--- config.mk ---
export PLATFORM = sky130hd
export DESIGN_NAME = pms_axi_id_remap
export DESIGN_NICKNAME = d
export VERILOG_FILES = /design/src/rtl/pms_axi_id_remap.sv
export SDC_FILE = /design/constraint.sdc
export NUM_CORES = 1
export LEC_CHECK = 0
export ABC_CLOCK_PERIOD_IN_PS = 9400
export CAP_MARGIN = 5
export CORE_ASPECT_RATIO = 2
export CORE_UTILIZATION = 65
export DETAILED_ROUTE_END_ITERATION = 7
export PLACE_DENSITY = 0.85
export SLEW_MARGIN = 20
export SYNTH_ARGS = -nofsm -noshare
export SYNTH_HDL_FRONTEND = slang
export SYNTH_SLANG_ARGS = --single-unit
--- constraint.sdc ---
create_clock -name clk_i -period 9.4 [get_ports clk_i]
set_input_delay 1.88 -clock clk_i [delete_from_list [all_inputs] [get_ports clk_i]]
set_output_delay 1.88 -clock clk_i [all_outputs]
set_load 0.02 [all_outputs]
--- src/rtl/pms_axi_id_remap.sv ---
// AXI ID remapper: compresses wide upstream IDs onto a small table of downstream IDs, one table per direction.
// Optional sticky unexpected-response detection is built only when PMS_ID_REMAP_ERR_EN is defined.
module pms_axi_id_remap #(
  parameter int unsigned InpIdWidth   = 7,
  parameter int unsigned OupIdWidth   = 6,
  parameter int unsigned MaxUniqIds   = 8,
  parameter int unsigned MaxTxnsPerId = 4
) (
  input  logic                  clk_i,
  input  logic                  rst_ni,
  input  logic                  slv_aw_valid_i,
  output logic                  slv_aw_ready_o,
  input  logic [InpIdWidth-1:0] slv_aw_id_i,
  output logic                  mst_aw_valid_o,
  input  logic                  mst_aw_ready_i,
  output logic [OupIdWidth-1:0] mst_aw_id_o,
  input  logic                  mst_b_valid_i,
  output logic                  mst_b_ready_o,
  input  logic [OupIdWidth-1:0] mst_b_id_i,
  output logic                  slv_b_valid_o,
  input  logic                  slv_b_ready_i,
  output logic [InpIdWidth-1:0] slv_b_id_o,
  input  logic                  slv_ar_valid_i,
  output logic                  slv_ar_ready_o,
  input  logic [InpIdWidth-1:0] slv_ar_id_i,
  output logic                  mst_ar_valid_o,
  input  logic                  mst_ar_ready_i,
  output logic [OupIdWidth-1:0] mst_ar_id_o,
  input  logic                  mst_r_valid_i,
  output logic                  mst_r_ready_o,
  input  logic [OupIdWidth-1:0] mst_r_id_i,
  input  logic                  mst_r_last_i,
  output logic                  slv_r_valid_o,
  input  logic                  slv_r_ready_i,
  output logic [InpIdWidth-1:0] slv_r_id_o,
  output logic                  err_o
);

  localparam int unsigned IdxW = (MaxUniqIds > 1) ? $clog2(MaxUniqIds) : 1;
  localparam int unsigned CntW = $clog2(MaxTxnsPerId + 1);
  localparam logic [CntW-1:0] MaxCnt = CntW'(MaxTxnsPerId);
  localparam logic [CntW-1:0] OneCnt = CntW'(1);
  localparam logic [OupIdWidth:0] NumIds = (OupIdWidth + 1)'(MaxUniqIds);

  // Index 0 is the write direction (AW/B), index 1 the read direction (AR/R).
  logic                  valid_r [2][MaxUniqIds];
  logic [InpIdWidth-1:0] id_r    [2][MaxUniqIds];
  logic [CntW-1:0]       cnt_r   [2][MaxUniqIds];

  logic                  alloc_s [2][MaxUniqIds];
  logic                  dec_s   [2][MaxUniqIds];

  logic [1:0]            req_valid_s, req_ready_s, req_hs_s, map_ok_s;
  logic [1:0]            hit_s, free_s;
  logic [InpIdWidth-1:0] req_id_s   [2];
  logic [IdxW-1:0]       hit_idx_s  [2];
  logic [IdxW-1:0]       free_idx_s [2];
  logic [IdxW-1:0]       map_idx_s  [2];

  logic [1:0]            rsp_valid_s, rsp_ready_s, rsp_last_s;
  logic [1:0]            rsp_in_range_s, rsp_hit_s, rsp_dec_s;
  logic [OupIdWidth-1:0] rsp_id_s     [2];
  logic [IdxW-1:0]       rsp_idx_s    [2];
  logic [InpIdWidth-1:0] rsp_id_out_s [2];

  assign req_valid_s = {slv_ar_valid_i, slv_aw_valid_i};
  assign req_ready_s = {mst_ar_ready_i, mst_aw_ready_i};
  assign req_id_s[0] = slv_aw_id_i;
  assign req_id_s[1] = slv_ar_id_i;
  assign rsp_valid_s = {mst_r_valid_i, mst_b_valid_i};
  assign rsp_ready_s = {slv_r_ready_i, slv_b_ready_i};
  assign rsp_last_s  = {mst_r_last_i, 1'b1};
  assign rsp_id_s[0] = mst_b_id_i;
  assign rsp_id_s[1] = mst_r_id_i;

  assign mst_aw_valid_o = slv_aw_valid_i & map_ok_s[0];
  assign slv_aw_ready_o = mst_aw_ready_i & map_ok_s[0];
  assign mst_aw_id_o    = OupIdWidth'(map_idx_s[0]);
  assign mst_ar_valid_o = slv_ar_valid_i & map_ok_s[1];
  assign slv_ar_ready_o = mst_ar_ready_i & map_ok_s[1];
  assign mst_ar_id_o    = OupIdWidth'(map_idx_s[1]);

  assign slv_b_valid_o = mst_b_valid_i;
  assign mst_b_ready_o = slv_b_ready_i;
  assign slv_b_id_o    = rsp_id_out_s[0];
  assign slv_r_valid_o = mst_r_valid_i;
  assign mst_r_ready_o = slv_r_ready_i;
  assign slv_r_id_o    = rsp_id_out_s[1];

  // Request lookup: descending scans leave the lowest matching / lowest free index.
  always_comb begin
    for (int d = 0; d < 2; d++) begin
      hit_s[d]      = 1'b0;
      free_s[d]     = 1'b0;
      hit_idx_s[d]  = {IdxW{1'b0}};
      free_idx_s[d] = {IdxW{1'b0}};
      for (int i = int'(MaxUniqIds) - 1; i >= 0; i--) begin
        hit_s[d]      = (valid_r[d][i] && (id_r[d][i] == req_id_s[d])) ? 1'b1 : hit_s[d];
        hit_idx_s[d]  = (valid_r[d][i] && (id_r[d][i] == req_id_s[d])) ? IdxW'(i) : hit_idx_s[d];
        free_s[d]     = !valid_r[d][i] ? 1'b1 : free_s[d];
        free_idx_s[d] = !valid_r[d][i] ? IdxW'(i) : free_idx_s[d];
      end
      map_ok_s[d]  = hit_s[d] ? (cnt_r[d][hit_idx_s[d]] < MaxCnt) : free_s[d];
      map_idx_s[d] = hit_s[d] ? hit_idx_s[d] : free_idx_s[d];
      req_hs_s[d]  = req_valid_s[d] & req_ready_s[d] & map_ok_s[d];
    end
  end

  // Response lookup: out-of-range or invalid entries are forwarded but never retire a transaction.
  always_comb begin
    for (int d = 0; d < 2; d++) begin
      rsp_in_range_s[d] = ({1'b0, rsp_id_s[d]} < NumIds);
      rsp_idx_s[d]      = rsp_id_s[d][IdxW-1:0];
      rsp_hit_s[d]      = rsp_in_range_s[d] & valid_r[d][rsp_idx_s[d]];
      rsp_id_out_s[d]   = rsp_in_range_s[d] ? id_r[d][rsp_idx_s[d]] : {InpIdWidth{1'b0}};
      rsp_dec_s[d]      = rsp_valid_s[d] & rsp_ready_s[d] & rsp_last_s[d] & rsp_hit_s[d];
    end
  end

  // Per-entry allocate / retire strobes.
  always_comb begin
    for (int d = 0; d < 2; d++) begin
      for (int i = 0; i < MaxUniqIds; i++) begin
        alloc_s[d][i] = req_hs_s[d] && (map_idx_s[d] == IdxW'(i));
        dec_s[d][i]   = rsp_dec_s[d] && (rsp_idx_s[d] == IdxW'(i));
      end
    end
  end

  // Table update; a simultaneous allocate and retire on one entry cancel out.
  always_ff @(posedge clk_i or negedge rst_ni) begin
    if (!rst_ni) begin
      for (int d = 0; d < 2; d++) begin
        for (int i = 0; i < MaxUniqIds; i++) begin
          valid_r[d][i] <= 1'b0;
          id_r[d][i]    <= {InpIdWidth{1'b0}};
          cnt_r[d][i]   <= {CntW{1'b0}};
        end
      end
    end else begin
      for (int d = 0; d < 2; d++) begin
        for (int i = 0; i < MaxUniqIds; i++) begin
          case ({alloc_s[d][i], dec_s[d][i]})
            2'b10: begin
              valid_r[d][i] <= 1'b1;
              id_r[d][i]    <= req_id_s[d];
              cnt_r[d][i]   <= cnt_r[d][i] + OneCnt;
            end
            2'b01: begin
              valid_r[d][i] <= (cnt_r[d][i] != OneCnt);
              id_r[d][i]    <= id_r[d][i];
              cnt_r[d][i]   <= cnt_r[d][i] - OneCnt;
            end
            2'b11: begin
              valid_r[d][i] <= 1'b1;
              id_r[d][i]    <= req_id_s[d];
              cnt_r[d][i]   <= cnt_r[d][i];
            end
            default: begin
              valid_r[d][i] <= valid_r[d][i];
              id_r[d][i]    <= id_r[d][i];
              cnt_r[d][i]   <= cnt_r[d][i];
            end
          endcase
        end
      end
    end
  end

`ifdef PMS_ID_REMAP_ERR_EN
  logic unexp_s;
  logic err_r;

  assign unexp_s = (mst_b_valid_i & slv_b_ready_i & ~rsp_hit_s[0]) |
                   (mst_r_valid_i & slv_r_ready_i & ~rsp_hit_s[1]);

  // Sticky unexpected-response flag, cleared only by reset.
  always_ff @(posedge clk_i or negedge rst_ni) begin
    if (!rst_ni) begin
      err_r <= 1'b0;
    end else begin
      err_r <= err_r | unexp_s;
    end
  end

  assign err_o = err_r;
`else
  assign err_o = 1'b0;
`endif

endmodule

# Word level (Yosys, flattened, before mapping)
# Index checks and enable logic that the tools add are counted.
# op_classes
add_sub_neg	32
n_lt_le_gt_ge	8
n_eq_ne	108
muxes	120
bitwise_logic	19
reduce_logical	100
# ops
operator	n
two-way mux 3 bit	38
== test 7 bit	16
one-hot mux 3 bit (2 select lines)	16
== test 2 bit (second input constant)	32
nonzero test 2 bit	32
adder 3 x 1 -> 3 bit (second input constant)	16
== test 3 bit (second input constant)	16
logical AND 1 bit	48
!= test 3 x 1 -> 1 bit (second input constant)	16
subtractor 3 x 1 -> 3 bit (second input constant)	16
binary-select mux 7 bit (select 3 bit)	2
two-way mux 7 bit	6
two-way mux 1 bit	38
== test 2 x 1 -> 1 bit (second input constant)	16
one-hot mux 1 bit (2 select lines)	16
OR reduction 2 bit	16
== test 3 x 2 -> 1 bit (second input constant)	8
binary-select mux 3 bit (select 3 bit)	2
>= comparator 4 bit (second input constant)	4
inverter 3 -> 4 bit	4
bitwise AND 1 bit	15
== test 3 x 1 -> 1 bit (second input constant)	4
logical NOT 3 bit	4
< comparator 6 x 4 -> 1 bit (second input constant)	2
other kinds (2)	4
# totals
register_bits	176
input_bits	37
out_inout_bits	35
elab_cells	435

# Depth between registers and ports, before layout
# Gate-level depths: netlist of the first run.
# depth
word_depth	21
mapped_depth	16
mapped_depth_nobuf	14

# Least setup slack after synthesis of the first run
# No wires, ideal clock.
# synth_timing
path_kind	input port to output port
start	input slv_aw_id_i[6]
end	output mst_aw_valid_o
arrival_ns	4.049
t_required_ns	7.520
slack_ns	3.471
cell_stages	11
n_path_buf	2
path_cell_list	buf_2 > buf_2 > xnor2_1 > nand4_1 > nor2_1 > a21oi_1 > a21boi_1 > mux2i_1 > mux2i_1 > nand2b_1 > a21boi_0
# synth_via
elab_chain_len	17
word_cells_on_any_way	39
classes_between	1 x order compare; 8 x eq/ne; 20 x mux; 2 x bitwise; 8 x reduce/logical
# synth_rtl
item	line_no	source
start, declared	13	input logic [InpIdWidth-1:0] slv_aw_id_i,
== test 7 bit	98, 99	
logical AND 1 bit	98, 99	
two-way mux 3 bit (8 in a row)	99	hit_idx_s[d] = (valid_r[d][i] && (id_r[d][i] == req_id_s[d])) ? IdxW'(i) : hit_idx_s[d];
inverter 3 -> 4 bit (not written as such)	103	map_ok_s[d] = hit_s[d] ? (cnt_r[d][hit_idx_s[d]] < MaxCnt) : free_s[d];
binary-select mux 3 bit (select 3 bit)	103	
two-way mux 3 bit (not written as such) (2 in a row)	103	
< comparator 3 bit	103	
two-way mux 1 bit *	103	
bitwise AND 1 bit *	76	assign mst_aw_valid_o = slv_aw_valid_i & map_ok_s[0];
end, declared	14	output logic mst_aw_valid_o,
# Mark *: on every way between the ends. The rest lies on a longest branch, timed or not. The select of a mux whose other input is x is not followed.

# Final worst setup path of the first run
# layout_timing
start	input slv_aw_id_i[3]
end	output mst_aw_valid_o
# The elaborated chain is that of the path after synthesis.

==> key figures, run 1 <==
Placement
  – Post-Place Worst Slack: roughly 1900 ps
  – Global placement routability congestion: approximately 0.95
  – Cell Count Post-Placement: 1308
  – Quantity of I/O buffers inserted on ports: 64
  – HPWL after detailed placement: 22670 µm

Pwr
  – Part of the power in combinational logic: 0.297
  – Power per standard cell area: about 190 nW/µm²
  – Leakage power of the design: between 0.006 and 0.007 µW
  – PnR Total Power: 2517 µW
  – Clock Power Share: 0.286
  – Internal power contribution: approximately 1700 µW
  – Net switching power: ~850 µW
  – Proportion of power drawn by flip-flops and latches: 0.418
  – Switch share: 0.3390
  – Peak supply drop: 130.2 µV

Clock tree
  – CTS tree: built
  – Post-cts repair resize count: 0
  – Total setup buffers inserted after CTS: 0
  – Number of buffers inserted during clock tree synthesis: 17
  – H-tree levels: 4
  – CTS clock-pin slew for the worst setup and hold paths: approximately 70 ps
  – Clock latency at the later pin of the worst-skew pair: ~430 ps
  – Root buffer selected by CTS: clkbuf_16
  – Buffers from clock root to sink, at most: 2
  – Number of hold buffers added after CTS: 0
  – Clk sink count: 176

Worst setup path
  – Critical path data arrival time: around 5700 ps
  – Delay-heaviest family, CP: buffers and inverters
  – Path type of the worst setup path: input port to output port
  – Cell at the slowest stage of the critical path: clkdlybuf4s50_1
  – Kind of launch point of the worst setup path: input port
  – Slowest Stage Delay on Critical Path: 800 ps
  – Critical path buffer and inverter count: 2
  – CP cell instances: clkdlybuf4s50_1, xnor2_1, nand4_1, nor2_1, o21ai_0, a2111o_1, o21ai_2, mux2i_1, a21oi_1, a21boi_0, clkdlybuf4s50_1
  – Max Fanout on Critical Path: 16
  – Most used cell along the critical path: clkdlybuf4s50_1
  – Crit end category: output port
  – Required @ worst endpoint: approximately 7500 ps

Synth
  – Top_reg_cell synth: dfrtp_1
  – Async SR Flop Fraction: 1.000
  – Number of synthesized register bits: ~180
  – Count of yosys warnings during synthesis: 0
  – Syn Inst Count: 1074
  – Synthesized area divided by synthesized cell count: 11.16 µm²
  – Unique cell type count in the Yosys netlist: 63
  – Netlist area before placement: ~12000 µm²
  – Sequential element share of the synthesized area: 0.3676
  – Number of enable flip-flop cells after synthesis: 0

Routing
  – DRT Pass-1 Iters: 7
  – Count of antenna-violating nets left after detailed routing: 0
  – Total wire length after detailed routing: a little over 30000 µm
  – DR vias: roughly 8400
  – # DRC: 10
  – Wire length per cell after detailed routing: around 23 µm
  – Count of routing violations after the opening detailed-route iteration: 453
  – Via-per-instance ratio: approximately 6.3

STA
  – Least-Margin Pin Slew: approximately 1200 ps
  – Final Max Slew Viols: 0
  – Setup-failing EPs final: 0
  – Share of the cycle needed by the critical path after routing: 0.8097
  – Maximum achievable frequency: around 0.13 GHz
  – Sum of negative setup slack: 0 ps
  – Unrepaired setup endpoints after global routing: false
  – Worst setup margin: 1789 ps
  – Largest clock skew in the final design: just over 10 ps
  – Final hold violations: 0
  – Slew margin rel.: 0.1968
  – Clock period minus final worst setup slack: 7611 ps

Layout
  – Most common cell after layout, fill and taps aside: dfrtp_1
  – Number of diodes added for antenna fixing: 0
  – Most used cells in the layout excluding fill and tap cells: 176 x dfrtp_1, 128 x mux2_2, 112 x ha_1
  – Final std cells w/o fill: approximately 1300
  – Layout cells sized above 1: 0.1936
  – Final-stage net count: 1263
  – Area growth, synth to finish: 9.983%

Die
  – Starting utilization of the core area: 0.6704
  – Die boundary width: around 98 µm
  – Core ar.: about 18000 µm²
  – Overall die area: 19010 µm²
  – Chip height: a little under 200 µm
  – Total I/O pin count: 72
  – Count of standard-cell rows: slightly below 70

Global routing
  – Largest net degree at the start of global routing: between 100 and 150
  – Global-route usage over all layers: 0.3412
  – Global-route congestion overflow total: 0
  – Via count of the first global-routing pass: 9176
  – Antenna violations before repair: 0
  – Global-route wire length before repair: 48460 µm

Job
  – Maximum capacitance violations: 0

Min path
  – Tightest Hold Check Type: flop to flop

Outcome
  – Result of the run: finished, violations left
  – Failing checks: DRC
## metal layers
layer / track usage / wire length (µm)
met5: 0 / 0
met4: 0.2817 / 2810
met3: 0.04578 / 1391
met2: 0.6380 / 17050
met1: 0.3210 / 9823
## final timing paths
path	slack [ps]	startpoint	cells after the start	to
min	520	cnt_r[2]	1	cnt_r[2]
min reg2reg	520	cnt_r[2]	1	cnt_r[2]
max	1790	slv_aw_id_i[3]	11	mst_aw_valid_o
max in group asynchronous	6250	rst_ni	2	id_r[37]
max reg2reg	5030	id_r[14]	13	valid_r[7]
min in group asynchronous	1540	rst_ni	1	id_r[27]
## stage by stage
| step | utilization | hold slack [ps] | instance area, µm² |
|---|---|---|---|
| final | 0.7374 | 516.8 | 13180 |
| after CTS | 0.7371 | 512.1 | 13170 |
| after floorplan | - | 459.1 | 12000 |
| after detailed placement | 0.7045 | 491.6 | 12590 |
| after global placement | 0.7045 | 485.3 | 12590 |
| after global routing | 0.7374 | 536.2 | 13180 |
## cell type report
type	count	area, µm²
Inverter	69	259.0
Timing Repair Buffer	67	664.4
Clock inverter	13	153.9
Clock buffer	18	429.2
Fill cell	1259	4693
Tap cell	213	266.5
Multi-Input combinational cell	783	7000
Sequential cell	176	4404
## cells by family after synthesis
family	Yosys count	share of synthesized area
XOR/XNOR	160	0.1170
multiplexers	180	0.1973
AND/OR/NAND/NOR	250	0.1100
AO/OA/AOI/OAI	74	0.04052
adder cells (fa/ha/maj)	112	0.1170
other	1	0.0003130
buffers and inverters	121	0.05044
flip-flops	176	0.3676
## registers in the layout (all words and copies together), names as in the netlist
register and count:
id_r 112, valid_r 16, cnt_r 48
## power groups by stage
stage | Clock, µW | Sequential (µW) | Combinational [µW]
2_1_floorplan | 0 | 1010 | 547
3_3_place_gp | 0 | 1050 | 702
3_5_place_dp | 0 | 1060 | 734
4_1_cts | 726 | 1050 | 746
5_1_grt | 755 | 1070 | 813
6_report | 719 | 1050 | 747
## cells in the mapped netlist (2+ instances only)
cell / instances / area (µm²)
dfrtp_1: 176 / 4404
mux2_2: 128 / 1441
ha_1: 112 / 1401
xnor2_1: 99 / 867.1
nor2_1: 79 / 296.5
inv_1: 66 / 247.7
nand2_1: 61 / 229.0
xor2_1: 61 / 534.3
a21oi_1: 38 / 190.2
mux4_2: 32 / 720.7
nand4_1: 23 / 143.9
mux2i_1: 19 / 190.2
and2_1: 16 / 100.1
nor4bb_1: 16 / 160.2
buf_2: 15 / 75.07
buf_4: 15 / 112.6
nand3_1: 11 / 55.05
buf_6: 10 / 112.6
buf_1: 9 / 33.78
nor4_1: 9 / 56.30
o21ai_0: 6 / 30.03
and3_1: 4 / 25.02
nor2b_1: 4 / 25.02
nor3_1: 4 / 20.02
nor4_2: 4 / 50.05
or3_1: 4 / 25.02
a31o_2: 3 / 26.28
and4_1: 3 / 26.28
clkbuf_1: 3 / 11.26
inv_2: 3 / 11.26
o211ai_1: 3 / 22.52
a21boi_0: 2 / 15.01
a21o_1: 2 / 15.01
o21ai_2: 2 / 17.52
o31ai_1: 2 / 15.01
or2_2: 2 / 12.51
or4_4: 2 / 22.52
## worst reg2reg max path: stages, from the launching register on
cell	delay [ps]
dfrtp_1	410
xor2_1	180
nor4_2	530
nand4_1	270
o311a_1	240
or3b_2	480
a21oi_1	180
o311a_4	250
nor2_1	60
and3_1	230
ha_1	180
nor2_1	790
nor4bb_1	370
a21oi_1	80
No activity file was read; power rests on OpenSTA's default activity.
==> run 2, diff against run 1 <==
- ABC_CLOCK_PERIOD_IN_PS: 9400 -> 6900
- CORE_UTILIZATION: 65 -> 55
- PLACE_DENSITY: 0.85 -> 0.77
- clock period: 9.4 -> 6.9 ns (I/O delays scaled with it)
==> run 2 against run 1 <==
  * The run now ends clean
  * Via count shrank 1.9%
  * Combinational power rose by 35%
  * Die area up 18%
  * Sequential power is 35% higher
  * Highest routed layer unchanged
  * Final area grew 1.7%
  * Register-to-register slack worse by 2100 ps
  * Sequential share of layout area decreased by 0.55 points
==> key figures, run 2 (synthesis gave the netlist of run 1 again) <==
Clock tree
  – Number of hold buffers added after CTS: 0 (unchanged)
  – Number of buffers inserted during clock tree synthesis: 17 (unchanged)
  – Clock latency at the later pin of the worst-skew pair: 460 ps (was 430 ps)
  – Root buffer selected by CTS: clkbuf_16 (unchanged)
  – Total setup buffers inserted after CTS: 0 (unchanged)
  – CTS tree: built (unchanged)
  – CTS clock-pin slew for the worst setup and hold paths: 60 ps (was 70 ps)
  – Post-cts repair resize count: 0 (unchanged)
  – Clk sink count: 176 (unchanged)
  – Buffers from clock root to sink, at most: 2 (unchanged)
  – H-tree levels: 4 (unchanged)

Worst setup path
  – Endpoint of the lowest-slack register-to-register path: valid_r[15] (was valid_r[7])
  – Crit end category: output port (unchanged)
  – Kind of launch point of the worst setup path: input port (unchanged)
  – Depth of the most critical reg-to-reg path: 12 (was 13)
  – Cell at the slowest stage of the critical path: clkdlybuf4s50_1 (unchanged)
  – Critical path data arrival time: 5160 ps (was 5730 ps)
  – Slack of the worst reg-to-reg path: 2960 ps (was 5030 ps)
  – Slowest Stage Delay on Critical Path: 820 ps (was 800 ps)
  – Path type of the worst setup path: input port to output port (unchanged)
  – Required @ worst endpoint: 5520 ps (was 7520 ps)
  – Max Fanout on Critical Path: 16 (unchanged)
  – Crit path to: mst_aw_valid_o (unchanged)
  – Launching point of the worst reg2reg path: id_r[84] (was id_r[14])
  – CP cell instances: clkdlybuf4s50_1, xor2_1, nor4_1, a21oi_1, a21boi_1, mux2i_1, mux2i_1, nand2b_1, a21boi_0, clkdlybuf4s50_1 (was clkdlybuf4s50_1, xnor2_1, nand4_1, nor2_1, o21ai_0, a2111o_1, o21ai_2, mux2i_1, a21oi_1, a21boi_0, clkdlybuf4s50_1)
  – Startpoint of the worst setup timing path: slv_aw_id_i[2] (was slv_aw_id_i[3])

Pwr
  – Internal power contribution: 2216 µW (was 1664 µW)
  – Peak supply drop: 239.2 µV (was 130.2 µV)
  – Power per standard cell area: 249.4 nW/µm² (was 191.0 nW/µm²)
  – Leakage power of the design: 0.006437 µW (was 0.006326 µW)
  – Switch share: 0.3369 (was 0.3390)
  – Part of the power in combinational logic: 0.303 (was 0.297)
  – Clock Power Share: 0.271 (was 0.286)
  – Proportion of power drawn by flip-flops and latches: 0.426 (was 0.418)
  – Net switching power: 1126 µW (was 853.4 µW)

Layout
  – Number of diodes added for antenna fixing: 0 (unchanged)
  – Layout cells sized above 1: 0.2101 (was 0.1936)
  – Most used cells in the layout excluding fill and tap cells: 176 x dfrtp_1, 128 x mux2_2, 112 x ha_1 (unchanged)
  – Largest registers: id_r (112), cnt_r (48), valid_r (16) (unchanged)
  – Flip-flop count of the largest register, all copies and words added: 112 (unchanged)
  – Most common cell after layout, fill and taps aside: dfrtp_1 (unchanged)
  – Area growth, synth to finish: 11.82% (was 9.983%)
  – Fillers: 1808 (was 1259)
  – Final-stage net count: 1288 (was 1263)
  – Register with the most flip-flops: id_r (unchanged)

Routing
  – DR vias: 8257 (was 8414)
  – Count of antenna-violating nets left after detailed routing: 0 (unchanged)
  – Count of routing violations after the opening detailed-route iteration: 259 (was 453)
  – Total wire length after detailed routing: 29230 µm (was 31080 µm)
  – Wire length per cell after detailed routing: 20.52 µm (was 23.21 µm)
  – # DRC: 0 (was 10)
  – Via-per-instance ratio: 5.794 (was 6.284)
  – DRT Pass-1 Iters: 5 (was 7)

Global routing
  – Met2 usage in global routing: 0.5311 (was 0.6380)
  – Global-route congestion overflow total: 0 (unchanged)
  – Global-route wire length before repair: 46700 µm (was 48460 µm)
  – Global-route usage over all layers: 0.2801 (was 0.3412)
  – Busiest layer in global routing: met2 (unchanged)
  – Global-route track usage on met3: 0.04566 (was 0.04578)
  – Antenna violations before repair: 0 (unchanged)
  – Met1 layer usage reported by global route: 0.2524 (was 0.3210)
  – Largest net degree at the start of global routing: 84 (was 107)
  – Via count of the first global-routing pass: 8852 (was 9176)

Min path
  – Tightest Hold Check Type: flop to flop (unchanged)

STA
  – Setup-failing EPs final: 0 (unchanged)
  – Final Max Slew Viols: 0 (unchanged)
  – Final hold violations: 0 (unchanged)
  – Share of the cycle needed by the critical path after routing: 0.9472
  – Least-Margin Pin Slew: 959.1 ps (was 1200 ps)
  – Slew margin rel.: 0.3582 (was 0.1968)
  – Largest clock skew in the final design: 9.407 ps (was 10.15 ps)
  – Sum of negative setup slack: 0 ps (unchanged)
  – Min Hold Slack: 492.6 ps (was 516.8 ps)
  – Maximum achievable frequency: ~0.15 GHz
  – Clock period minus final worst setup slack: around 6500 ps
  – Unrepaired setup endpoints after global routing: false (unchanged)

Die
  – Core ar.: 21490 µm² (was 17870 µm²)
  – Overall die area: 22410 µm² (was 19010 µm²)
  – Starting utilization of the core area: 0.5575 (was 0.6704)
  – Die boundary width: 106.4 µm (was 98 µm)
  – Total I/O pin count: 72 (unchanged)
  – Chip height: 210.7 µm (was 194.0 µm)
  – Count of standard-cell rows: 76 (was 69)

Job
  – Maximum capacitance violations: 0 (unchanged)

Outcome
  – Result of the run: completed (was finished, violations left)

Placement
  – HPWL after detailed placement: 22590 µm (was 22670 µm)
  – Global placement routability congestion: 1.013 (was 0.9501)
  – Quantity of I/O buffers inserted on ports: 64 (unchanged)
run 2: cell count changes in the layout (fill, tap and decap cells not counted), sizes merged:
cell / delta
buf: +25
clkinv: +6
clkinvlp: -4
bufinv: -2
clkbuf: +1
run 2: layout make-up:
class | instances | area, µm² | share of cell area
multi-input cells | 783 | 6995 | 0.5221
flip-flops and latches | 176 | 4404 | 0.3287
repair buffers | 92 | 852.1 | 0.06360
clock buffers | 19 | 442.9 | 0.03306
well taps | 273 | 341.6 | 0.02550
inverters | 69 | 259.0 | 0.01933
clock inverters | 13 | 102.6 | 0.007658
run 2: critical path, delay by kind of cell:
kind / cells / cell delay (ps)
compound gates: 3 / 880
simple gates: 2 / 680
buf+inv: 2 / 1470
mux: 2 / 400
xor+xnor: 1 / 330
run 2: stage by stage:
stage,utilization,power [µW],area [µm²],setup WS (ps),cells
floorplan,-,2122,12000,1971,1080
global placement,0.5980,2401,12850,547.8,1393
detailed placement,0.5980,2450,12850,475.1,1393
CTS,0.6234,3374,13400,383.1,1425
global route,0.6234,3534,13400,198.1,1425
finish,0.6234,3342,13400,364.0,1425
run 2: how the worst min path moves through the flow:
stage              from  endpoint  slack, ps  depth (start not counted)
2_1_floorplan  cnt_r[2]  cnt_r[2]        460                          1
3_5_place_dp   cnt_r[2]  cnt_r[2]        490                          1
5_1_grt        cnt_r[2]  cnt_r[2]        520                          1
6_report       cnt_r[2]  cnt_r[2]        490                          1
3_3_place_gp   cnt_r[2]  cnt_r[2]        480                          1
4_1_cts        cnt_r[2]  cnt_r[2]        500                          1
run 2: routing by layer:
metal / part of all wire / vias up
met5: 0 / -
met4: 0.083 / 0
met3: 0.029 / 125
met2: 0.56 / 257
met1: 0.33 / 4068
li1: - / 3807
run 2: power by group through the flow:
stage          clock [µW]  combinational, µW  sequential [µW]
6_report              906               1010             1420
5_1_grt               970               1110             1450
2_1_floorplan           0                746             1380
3_3_place_gp            0                971             1430
4_1_cts               933               1020             1420
3_5_place_dp            0               1010             1440
==> run 3, diff against run 2 <==
- ABC_CLOCK_PERIOD_IN_PS: 6900 -> 8400
- CORE_UTILIZATION: 55 -> 65
- PLACE_DENSITY: 0.77 -> 0.85
- clock period: 6.9 -> 8.4 ns (I/O delays scaled with it)
==> run 3 against run 2 <==
  * The flow now finishes with violations (DRC)
  * Count of clock-buffer cells in the layout decreased by 1
  * Die area decreased by 15%
  * Utilization increased by 11 points
  * Clock power decreased by 15%
  * Final area decreased by 1.9%
  * Flip-flop and latch count unchanged
  * Critical path depth unchanged
  * Global-route usage increased by 5.1 points
  * Wire length increased by 2.7%
  * Combinational power decreased by 19%
  * Clock skew increased by 1.9 ps
  * Register-to-register slack improved by 1100 ps
  * Critical endpoint unchanged
  * Largest cell class unchanged
==> key figures, run 3 (synthesis gave the netlist of run 1 again) <==
Die
  – Total I/O pin count: 72 (unchanged)
  – Die boundary width: 98 µm (was 106.4 µm)
  – Core ar.: 17870 µm² (was 21490 µm²)
  – Chip height: 194.0 µm (was 210.7 µm)
  – Starting utilization of the core area: 0.6704 (was 0.5575)
  – Overall die area: 19010 µm² (was 22410 µm²)
  – Count of standard-cell rows: 69 (was 76)

Pwr
  – Net switching power: 931.5 µW (was 1126 µW)
  – Switch share: 0.3373 (was 0.3369)
  – Leakage power of the design: 0.006329 µW (was 0.006437 µW)
  – Proportion of power drawn by flip-flops and latches: 0.424 (was 0.426)
  – Clock Power Share: 0.278 (was 0.271)
  – Part of the power in combinational logic: 0.298 (was 0.303)
  – Peak supply drop: 167.5 µV (was 239.2 µV)
  – Internal power contribution: 1830 µW (was 2216 µW)
  – PnR Total Power: 2762 µW (was 3342 µW)
  – Power per standard cell area: 210.1 nW/µm² (was 249.4 nW/µm²)

Routing
  – Count of antenna-violating nets left after detailed routing: 0 (unchanged)
  – # DRC: 10 (was 0)
  – Total wire length after detailed routing: 30020 µm (was 29230 µm)
  – Wire length per cell after detailed routing: 22.42 µm (was 20.52 µm)
  – DR vias: 8285 (was 8257)
  – DRT Pass-1 Iters: 7 (was 5)
  – Via-per-instance ratio: 6.187 (was 5.794)
  – Count of routing violations after the opening detailed-route iteration: 461 (was 259)

STA
  – Clock period minus final worst setup slack: 7162 ps
  – Maximum achievable frequency: between 0.1 and 0.15 GHz
  – Final Max Slew Viols: 0 (unchanged)
  – Largest clock skew in the final design: 11.31 ps (was 9.407 ps)
  – Least-Margin Pin Slew: 1176 ps (was 959.1 ps)
  – Unrepaired setup endpoints after global routing: false (unchanged)
  – Share of the cycle needed by the critical path after routing: 0.8527
  – Setup-failing EPs final: 0 (unchanged)
  – Final hold violations: 0 (unchanged)
  – Sum of negative setup slack: 0 ps (unchanged)
  – Slew margin rel.: 0.2129 (was 0.3582)

Clock tree
  – CTS tree: built (unchanged)
  – Number of hold buffers added after CTS: 0 (unchanged)
  – Post-cts repair resize count: 0 (unchanged)
  – Clk sink count: 176 (unchanged)
  – Total setup buffers inserted after CTS: 0 (unchanged)
  – H-tree levels: 4 (unchanged)
  – Clock latency at the later pin of the worst-skew pair: 440 ps (was 460 ps)
  – Root buffer selected by CTS: clkbuf_16 (unchanged)
  – Number of buffers inserted during clock tree synthesis: 17 (unchanged)
  – Buffers from clock root to sink, at most: 2 (unchanged)
  – CTS clock-pin slew for the worst setup and hold paths: 70 ps (was 60 ps)

Worst setup path
  – Required @ worst endpoint: 6720 ps (was 5520 ps)
  – Path type of the worst setup path: input port to output port (unchanged)
  – Critical path data arrival time: 5480 ps (was 5160 ps)
  – Critical path buffer and inverter count: 2 (unchanged)
  – Max Fanout on Critical Path: 16 (unchanged)
  – Most used cell along the critical path: clkdlybuf4s50_1
  – CP cell instances: clkdlybuf4s50_1, xor2_1, nor4_1, nand4_1, a2111o_1, o21ai_2, mux2i_1, a21oi_1, a21boi_0, clkdlybuf4s50_1 (was clkdlybuf4s50_1, xor2_1, nor4_1, a21oi_1, a21boi_1, mux2i_1, mux2i_1, nand2b_1, a21boi_0, clkdlybuf4s50_1)
  – Slowest Stage Delay on Critical Path: 930 ps (was 820 ps)
  – Cell at the slowest stage of the critical path: clkdlybuf4s50_1 (unchanged)
  – Kind of launch point of the worst setup path: input port (unchanged)
  – Slack of the worst reg-to-reg path: 4060 ps (was 2960 ps)
  – Crit end category: output port (unchanged)
  – Delay-heaviest family, CP: buffers and inverters (unchanged)

Global routing
  – Global-route wire length before repair: 46970 µm (was 46700 µm)
  – Global-route usage over all layers: 0.3313 (was 0.2801)
  – Via count of the first global-routing pass: 8987 (was 8852)
  – Antenna violations before repair: 0 (unchanged)
  – Global-route congestion overflow total: 0 (unchanged)
  – Largest net degree at the start of global routing: 95 (was 84)

Layout
  – Layout cells sized above 1: 0.1927 (was 0.2101)
  – Largest registers: id_r (112), cnt_r (48), valid_r (16) (unchanged)
  – Register with the most flip-flops: id_r (unchanged)
  – Most common cell after layout, fill and taps aside: dfrtp_1 (unchanged)
  – Final-stage net count: 1263 (was 1288)
  – Most used cells in the layout excluding fill and tap cells: 176 x dfrtp_1, 128 x mux2_2, 112 x ha_1 (unchanged)
  – Area growth, synth to finish: 9.743% (was 11.82%)
  – Final std cells w/o fill: 1339 (was 1425)
  – Number of diodes added for antenna fixing: 0 (unchanged)
  – Flip-flop count of the largest register, all copies and words added: 112 (unchanged)
  – Fillers: 1254 (was 1808)

Placement
  – Cell Count Post-Placement: 1308 (was 1393)
  – Global placement routability congestion: 0.9910 (was 1.013)
  – Quantity of I/O buffers inserted on ports: 64 (unchanged)
  – HPWL after detailed placement: 22660 µm (was 22590 µm)

Min path
  – Tightest Hold Check Type: flop to flop (unchanged)

Job
  – Maximum capacitance violations: 0 (unchanged)

Outcome
  – Result of the run: finished, violations left (was completed)
  – Failing checks: DRC
## run 3: area by class of cell
class                   instances  area (µm²)  area share
clock buffers                  18       429.2     0.03264
repair buffers                 67       663.1     0.05043
inverters                      69       259.0     0.01970
multi-input cells             783        6995      0.5320
clock inverters                13       131.4    0.009991
flip-flops and latches        176        4404      0.3349
well taps                     213       266.5     0.02027
## run 3: worst paths after layout
| path | startpoint | endpoint | depth (start not counted) |
|---|---|---|---|
| setup / recovery | slv_aw_id_i[4] | mst_aw_valid_o | 10 |
| hold / removal | cnt_r[2] | cnt_r[2] | 1 |
| setup reg to reg | id_r[14] | valid_r[2] | 13 |
| hold reg to reg | cnt_r[2] | cnt_r[2] | 1 |
| max in group asynchronous | rst_ni | valid_r[5] | 2 |
| min in group asynchronous | rst_ni | id_r[27] | 1 |
## run 3: power groups by stage
stage	combinational, µW	sequential, µW	clock (µW)
after floorplan	613	1130	0
after global placement	784	1170	0
after detailed placement	814	1180	0
after CTS	823	1170	778
after global routing	906	1190	815
final	823	1170	769
## run 3: worst register-to-register path: cells and delay by family (launching register included)
kind,cells,cell delay (ps)
AND/OR/NAND/NOR,7,2710
AO/OA/AOI/OAI,4,730
flip-flops,1,410
adder cells (fa/ha/maj),1,190
XOR/XNOR,1,180
## run 3: layer usage
| layer | global-route usage | part of all wire | vias to the layer above | wire, µm |
|---|---|---|---|---|
| met5 | 0 | 0 | - | 0 |
| met4 | 0.2795 | 0.090 | 0 | 2704 |
| met2 | 0.6103 | 0.54 | 318 | 16230 |
| met3 | 0.05155 | 0.039 | 148 | 1169 |
| li1 | - | - | 3750 | - |
| met1 | 0.3127 | 0.33 | 4069 | 9916 |
## run 3: metrics by stage
| stage | util | hold WS (ps) | setup slack (ps) | area [µm²] |
|---|---|---|---|---|
| after global placement | 0.7045 | 479.2 | 1320 | 12590 |
| after global routing | 0.7358 | 531.0 | 1147 | 13150 |
| after detailed placement | 0.7045 | 489.3 | 1332 | 12590 |
| final | 0.7358 | 508.9 | 1238 | 13150 |
| after floorplan | - | 459.1 | 2871 | 12000 |
| after CTS | 0.7358 | 513.1 | 1301 | 13150 |
